===== config.mk =====
export PLATFORM = sky130hd
export DESIGN_NAME = breakout_game_ctrl
export DESIGN_NICKNAME = d
export VERILOG_FILES = /design/src/rtl/breakout_pkg.sv /design/src/rtl/breakout_tick_gen.sv /design/src/rtl/breakout_game_ctrl.sv
export SDC_FILE = /design/constraint.sdc
export NUM_CORES = 1
export LEC_CHECK = 0
export BUFFER_PORTS_ARGS = -buffer_cell sky130_fd_sc_hd__buf_2
export CORE_ASPECT_RATIO = 0.8
export CORE_MARGIN = 2
export CORE_UTILIZATION = 50
export CTS_BUF_LIST = sky130_fd_sc_hd__clkbuf_8 sky130_fd_sc_hd__clkbuf_16
export CTS_CLUSTER_SIZE = 16
export DETAILED_ROUTE_END_ITERATION = 10
export GPL_TIMING_DRIVEN = 0
export HOLD_SLACK_MARGIN = 0.03
export PLACE_DENSITY_LB_ADDON = 0.08
export SLEW_MARGIN = 10
export SYNTH_ARGS = -nofsm -noshare
export SYNTH_HDL_FRONTEND = slang
export SYNTH_HIERARCHICAL = 1
export SYNTH_SLANG_ARGS = --single-unit

===== constraint.sdc =====
create_clock -name clk -period 2.4 [get_ports clk]
set_input_delay 0.48 -clock clk [delete_from_list [all_inputs] [get_ports clk]]
set_output_delay 0.48 -clock clk [all_outputs]
set_load 0.02 [all_outputs]

===== src/rtl/breakout_pkg.sv =====
// breakout_pkg: state codes and widths shared by the game controller and the renderer
package breakout_pkg;
  localparam int STATE_W = 3;
  typedef enum logic [STATE_W-1:0] {
    ATTRACT   = 3'd0,
    COUNTDOWN = 3'd1,
    PLAY      = 3'd2,
    PAUSED    = 3'd3,
    OVER      = 3'd4,
    WIN       = 3'd5
  } state_t;
endpackage


===== src/rtl/breakout_tick_gen.sv =====
// breakout_tick_gen: clearable divider emitting a 1-cycle tick every TERM enabled cycles
module breakout_tick_gen #(
  parameter int unsigned TERM = 1000
) (
  input  logic clk,
  input  logic rst,
  input  logic clr,
  input  logic en,
  output logic tick
);
  localparam int W = TERM > 1 ? $clog2(TERM) : 1;
  logic [W-1:0] cnt;
  assign tick = en && cnt == W'(TERM - 1);
  always_ff @(posedge clk)
    cnt <= (rst || clr || tick) ? '0 : en ? cnt + 1'b1 : cnt;
endmodule


===== src/rtl/breakout_game_ctrl.sv =====
// breakout_game_ctrl: attract/countdown/play/pause/over/win sequencing and high-score tracking
module breakout_game_ctrl
  import breakout_pkg::*;
#(
  parameter int unsigned CLK_FREQ_HZ = 50_000_000,
  parameter int unsigned COUNT_SECS  = 3,
  parameter int unsigned HOLD_MS     = 1000
) (
  input  logic               clk,
  input  logic               reset,
  input  logic               touch_pressed,
  input  logic               pause_pulse,
  input  logic               ball_lost,
  input  logic [47:0]        bricks_alive,
  input  logic [9:0]         score,
  output logic               game_run,
  output logic               new_game,
  output logic [STATE_W-1:0] game_state,
  output logic [1:0]         countdown,
  output logic [9:0]         high_score
);
  localparam int unsigned HOLD_CYC = CLK_FREQ_HZ / 1000 * HOLD_MS;
  state_t state, nxt;
  logic touch_q, hold_done, sec_tick, hold_tick, tap, accept, ending;
  assign tap = touch_pressed && !touch_q;
  assign accept = tap && (state == ATTRACT || ((state == OVER || state == WIN) && hold_done));
  assign ending = state == PLAY && (nxt == OVER || nxt == WIN);
  assign game_state = state;
  breakout_tick_gen #(.TERM(CLK_FREQ_HZ)) u_sec (
    .clk(clk), .rst(reset), .clr(accept), .en(state == COUNTDOWN), .tick(sec_tick)
  );
  // Held in clear throughout PLAY so the dwell starts fresh on the entry edge
  breakout_tick_gen #(.TERM(HOLD_CYC)) u_hold (
    .clk(clk), .rst(reset), .clr(state == PLAY),
    .en((state == OVER || state == WIN) && !hold_done), .tick(hold_tick)
  );
  always_comb begin
    nxt = ATTRACT;
    case (state)
      ATTRACT:   nxt = accept ? COUNTDOWN : ATTRACT;
      COUNTDOWN: nxt = (sec_tick && countdown == 2'd1) ? PLAY : COUNTDOWN;
      PLAY:      nxt = ball_lost ? OVER : bricks_alive == '0 ? WIN : pause_pulse ? PAUSED : PLAY;
      PAUSED:    nxt = (pause_pulse || tap) ? PLAY : PAUSED;
      OVER:      nxt = accept ? COUNTDOWN : OVER;
      WIN:       nxt = accept ? COUNTDOWN : WIN;
      default:   nxt = ATTRACT;
    endcase
  end
  always_ff @(posedge clk) begin
    if (reset) begin
      state      <= ATTRACT;
      touch_q    <= 1'b1;
      game_run   <= 1'b0;
      new_game   <= 1'b0;
      countdown  <= 2'd0;
      high_score <= 10'd0;
      hold_done  <= 1'b0;
    end else begin
      state     <= nxt;
      touch_q   <= touch_pressed;
      game_run  <= state == PLAY;
      new_game  <= accept;
      countdown <= accept ? 2'(COUNT_SECS) : (state == COUNTDOWN && sec_tick) ? countdown - 2'd1 : countdown;
      hold_done <= state == PLAY ? 1'b0 : hold_tick ? 1'b1 : hold_done;
      if (ending && score > high_score) high_score <= score;
    end
  end
endmodule

======== Word-level counts from Yosys, hierarchy flattened ========
Cells that the tools add are included.
storage, ports and cells
  bits in registers ....................... 71
  input bits .............................. 63
  output and inout bits ................... 17
  logic and storage cells ................. 58
operators by class
  add/sub/neg operators ................... 3
  order comparisons ....................... 1
  equal/unequal tests ..................... 10
  muxes and demuxes ....................... 11
  reduce and logical (&&, ||, !) cells .... 24
operators with widths
  cell                   count
  $add 26x1->26 const B  2
  $eq 26x26->1 const B   2
  $logic_not 48->1       1
  $pmux 3 s6             1
  $eq 3x3->1 const B     4
  $mux 3                 4
  $gt 10x10->1           1
  $logic_and 1x1->1      10
  $logic_or 1x1->1       8
  $eq 3x2->1 const B     2
  $mux 2                 3
  $eq 3x1->1 const B     1
  $logic_not 3->1        1
  $mux 1                 3
  $eq 2x1->1 const B     1
  $logic_not 1->1        2
  $reduce_bool 2->1      1
  $reduce_or 2->1        1
  $sub 2x1->2 const B    1

======== Longest topological paths before layout ========
  word-level depth ........................ 11
  mapped depth ............................ 10
  gate-level depth less buffers ........... 9

======== Hierarchy ========
Netlist, hierarchy kept.
by module, submodules not included
  module              instances  cells each  area an instance (µm²)  sequential area each (µm²)
  breakout_tick_gen   2          142         1307.5                  520.5
  breakout_game_ctrl  1          148         1247.4                  380.4

======== Worst setup path before layout ========
No wires, ideal clock.
  kind .................................... register to register
  start ................................... register state[2], in the netlist game_state[2]
  end ..................................... register u_hold.cnt[0]
  setup time .............................. 118 ps
  arrival time ............................ 2299 ps
  data required time ...................... 2282 ps
  slack ................................... -17 ps
  cell stages (with the launch flop) ...... 8
  buffers on the path ..................... 2
  period minus slack after synthesis ...... 2417 ps
  path through ............................ dfxtp_1 buf_2 nor3b_1 and3_2 nand3_1 o31ai_4 buf_2 nor2_1
on the way
  longest elaborated chain between the ends .. 5
  elaborated cells on any way between the ends .. 8
  classes of those cells .................. 3 x eq/ne; 5 x reduce/logical
RTL lines
  item                      line                      text
  start: declaration        breakout_game_ctrl.sv:23  state_t state, nxt;
  start signal: assignment  breakout_game_ctrl.sv:59  state <= nxt;
  $eq 3x3->1                breakout_game_ctrl.sv:35  .en((state == OVER || state == WIN) && !hold_done), .tick(hold_tick)
  $logic_or 1x1->1          breakout_game_ctrl.sv:35
  $logic_and 1x1->1         breakout_game_ctrl.sv:35
  $logic_and 1x1->1         breakout_tick_gen.sv:13   assign tick = en && cnt == W'(TERM - 1);
  $logic_or 1x1->1          breakout_tick_gen.sv:15   cnt <= (rst || clr || tick) ? '0 : en ? cnt + 1'b1 : cnt;
  end signal: assignment    breakout_tick_gen.sv:15
  end: declaration          breakout_tick_gen.sv:12   logic [W-1:0] cnt;
Parallel ways exist; a longest one is shown, timed or not.
A chain may end at the register's enable or synchronous reset.

======== Final worst setup path ========
  start ................................... register state[2], in the netlist game_state[2]
  end ..................................... register u_hold.cnt[22]
Same word-level chain as after synthesis.

==> flow_summary.ini <==
[die]
die_w_um = 102
num_rows = 28
core-area_um2 = 7430
initial_core_util = 0.520
die_area_um2 = 8450
dieHeight_um = 82.6
ioPinCount = 80

[critical_path]
rr_worst_depth = 6
critPathMaxFanout = 9
start_kind = flip-flop
crit_start = game_state[2]$_SDFF_PP0_
critPathRequiredTime_ps = 2690
r2r-start = game_state[2]$_SDFF_PP0_
critPathKind = reg2reg
critPathCaptureType = flip-flop
crit_arrival_ps = 2480

[power_and_ir_drop]
cellLeakagePower_uw = 0.00178
power.density_nw_per_um2 = 513
peakVddDrop_v = 0.000408
p_total_uw = 2400

[logic_synthesis]
synth_most_common_cell = dfxtp_1
synth_compound_area_frac = 0.136
synth_area_um2 = 3860
synthSimpleGateAreaFrac = 0.325
synthFlopType = dfxtp_1
synthMuxAreaShare = 0.0337
ys_ff_latch = 71
synth_xor_area_frac = 0.0522
yosysWarningCount = 6
synth_area_leaders = dfxtp_1, ha_1, a21oi_1
synth_edf_count = 0
synth_cells = 432
yosys.area_share.adder = 0.0421
synth_top_family_by_area = simple AND/OR/NAND/NOR gates
syn_area_per_cell_um2 = 8.94
syn_nets = 508
synth.largest_area_cell = dfxtp_1
async_flop_share = 0
synth_top_area_frac = 0.368
seq_area_frac_synth = 0.368
synth.distinct_cells = 49
ys_top_cells_by_count = dfxtp_1, nor2_1, a21oi_1

[drt]
vias_per_cell = 5.43
num_vias = 3458
postRouteAntennaNets = 0
first_pass_iters = 4
drt-total-wl_um = 8530
wl_per_cell_um = 13.4
first_iter_violations = 90
drc_errors = 0

[timing]
fin_crit_sh = 0.912
finalHoldViolations = 0
max_slew_margin = 0.692
min_period_ps = 2190
fin_skew_ps = 9.34
rsz0062_at_grt = false
setup_tns_ps = 0
worst_slew_pin_slew_ps = 462
fmaxAchievable_mhz = 457
setup_viol = 0
maxSlewViolCount = 0

[status]
outcome = complete, no violations

[finish]
final_cell_count_no_fill = 637
seqCellArea_um2 = 1420
fill_cells = 662
diodes = 0
area_growth_pct = 21.3
drive_above_1_share = 0.269
multi_input_area_um2 = 2300
nets = 603

[clock_tree]
clockBufferDepth = 2
cts.sink_count = 71
cts_made_buffers = 9
htree_levels = 3
path_clk_slew_ps = 70
cts_tree = done
clk_latency_ps = 360
cts_root_buf = clkbuf_8

[job]
drv_cap = 0

[grt]
grt_start_max_net_pins = 12
antenna_found_initial = 0
track_usage = 0.218
grt_pass1_vias = 3113
grt_pass1_wl_um = 14200
grt.overflow.total = 0

[place]
dpl.hpwl_um = 6330
io_buffers = 79
gp_congestion = 0.756
dp_cells = 616

[worst_hold_path]
hold_start = touch_pressed
hold_path_class = in2reg
min_path_cells = 2
## per-layer routing
layer | track usage | share of wire | up-vias
met5 | 0 | 0 | -
met4 | 0.0720 | 0.014 | 0
met3 | 0.0758 | 0.041 | 12
met2 | 0.351 | 0.45 | 49
met1 | 0.274 | 0.49 | 1597
li1 | - | - | 1800
## registers in the layout, summed over array words and instances, names as in the netlist
signal,cells
u_sec/cnt,26
game_state,3
hold_done,1
new_game,1
countdown,2
high_score,10
game_run,1
touch_q,1
u_hold/cnt,26
## cells by family after synthesis
family	after synthesis
AND/OR/NAND/NOR	197
AO/OA/AOI/OAI	79
flip-flops	71
buffers and inverters	36
XOR/XNOR	23
multiplexers	13
adder cells (fa/ha/maj)	13
## through the flow
| stage | area [um2] | setup WS (ps) | util | hold WS [ps] |
|---|---|---|---|---|
| 2_1_floorplan | 3870 | 71.1 | - | 452 |
| 3_3_place_gp | 4390 | -134 | 0.592 | 468 |
| 3_5_place_dp | 4390 | -182 | 0.592 | 480 |
| 4_1_cts | 4640 | 3.88 | 0.624 | 303 |
| 5_1_grt | 4680 | 35.6 | 0.631 | 324 |
| 6_report | 4680 | 211 | 0.631 | 320 |
## path summary, 6_finish.rpt
check	endpoint	slack, ps
worst min-delay path	touch_q$_SDFF_PP1_	320
worst max register to register	u_hold/cnt[22]$_SDFFE_PP0P_	210
worst max-delay path	u_hold/cnt[22]$_SDFFE_PP0P_	210
worst min register to register	u_sec/cnt[23]$_SDFFE_PP0P_	490
## layout make-up
type                            count  area share
Multi-Input combinational cell    325       0.492
Sequential cell                    71       0.303
Timing Repair Buffer               84      0.0924
Clock buffer                       14      0.0411
Tap cell                          105      0.0281
Buffer                             14      0.0182
Inverter                           22      0.0176
Clock inverter                      2     0.00748
## layout by cell type, fill, tap and decap left out, types with 12 or more instances in the layout
| cell | count |
|---|---|
| nand3_1 | 13 |
| ha_1 | 13 |
| or4_1 | 15 |
| dfxtp_1 | 71 |
| nor4_1 | 12 |
| clkbuf_8 | 14 |
| mux2i_1 | 13 |
| xnor2_1 | 15 |
| o31ai_1 | 18 |
| nand2b_1 | 23 |
| a21oi_1 | 31 |
| nand2_1 | 20 |
| o21ai_0 | 12 |
| nand4_1 | 14 |
| buf_2 | 87 |
| nor2_1 | 34 |
| inv_1 | 21 |
## report_power, final
part | leakage, uW | internal (uW) | switching, uW | total, uW
logic | 0.00109 | 75.6 | 75.5 | 151
registers | 0.000572 | 1180 | 4.63 | 1190
clock network | 0.000119 | 620 | 443 | 1060
total | 0.00178 | 1880 | 523 | 2400
## critical path, stage by stage (launching register included)
cell and delay, ps:
dfxtp_1 330, buf_2 190, nor3b_4 320, and3_2 330, nand4_2 240, or4_1 560, a21oi_1 150
## timing repair
action,4_1_cts,5_1_grt
pin swaps,0,3
cloned,0,0
setup endpoints to repair,43,43
resized for setup,3,2
hold buffers,0,0
setup buffers,0,5
Note: power is estimated with default switching activity, not from simulation.
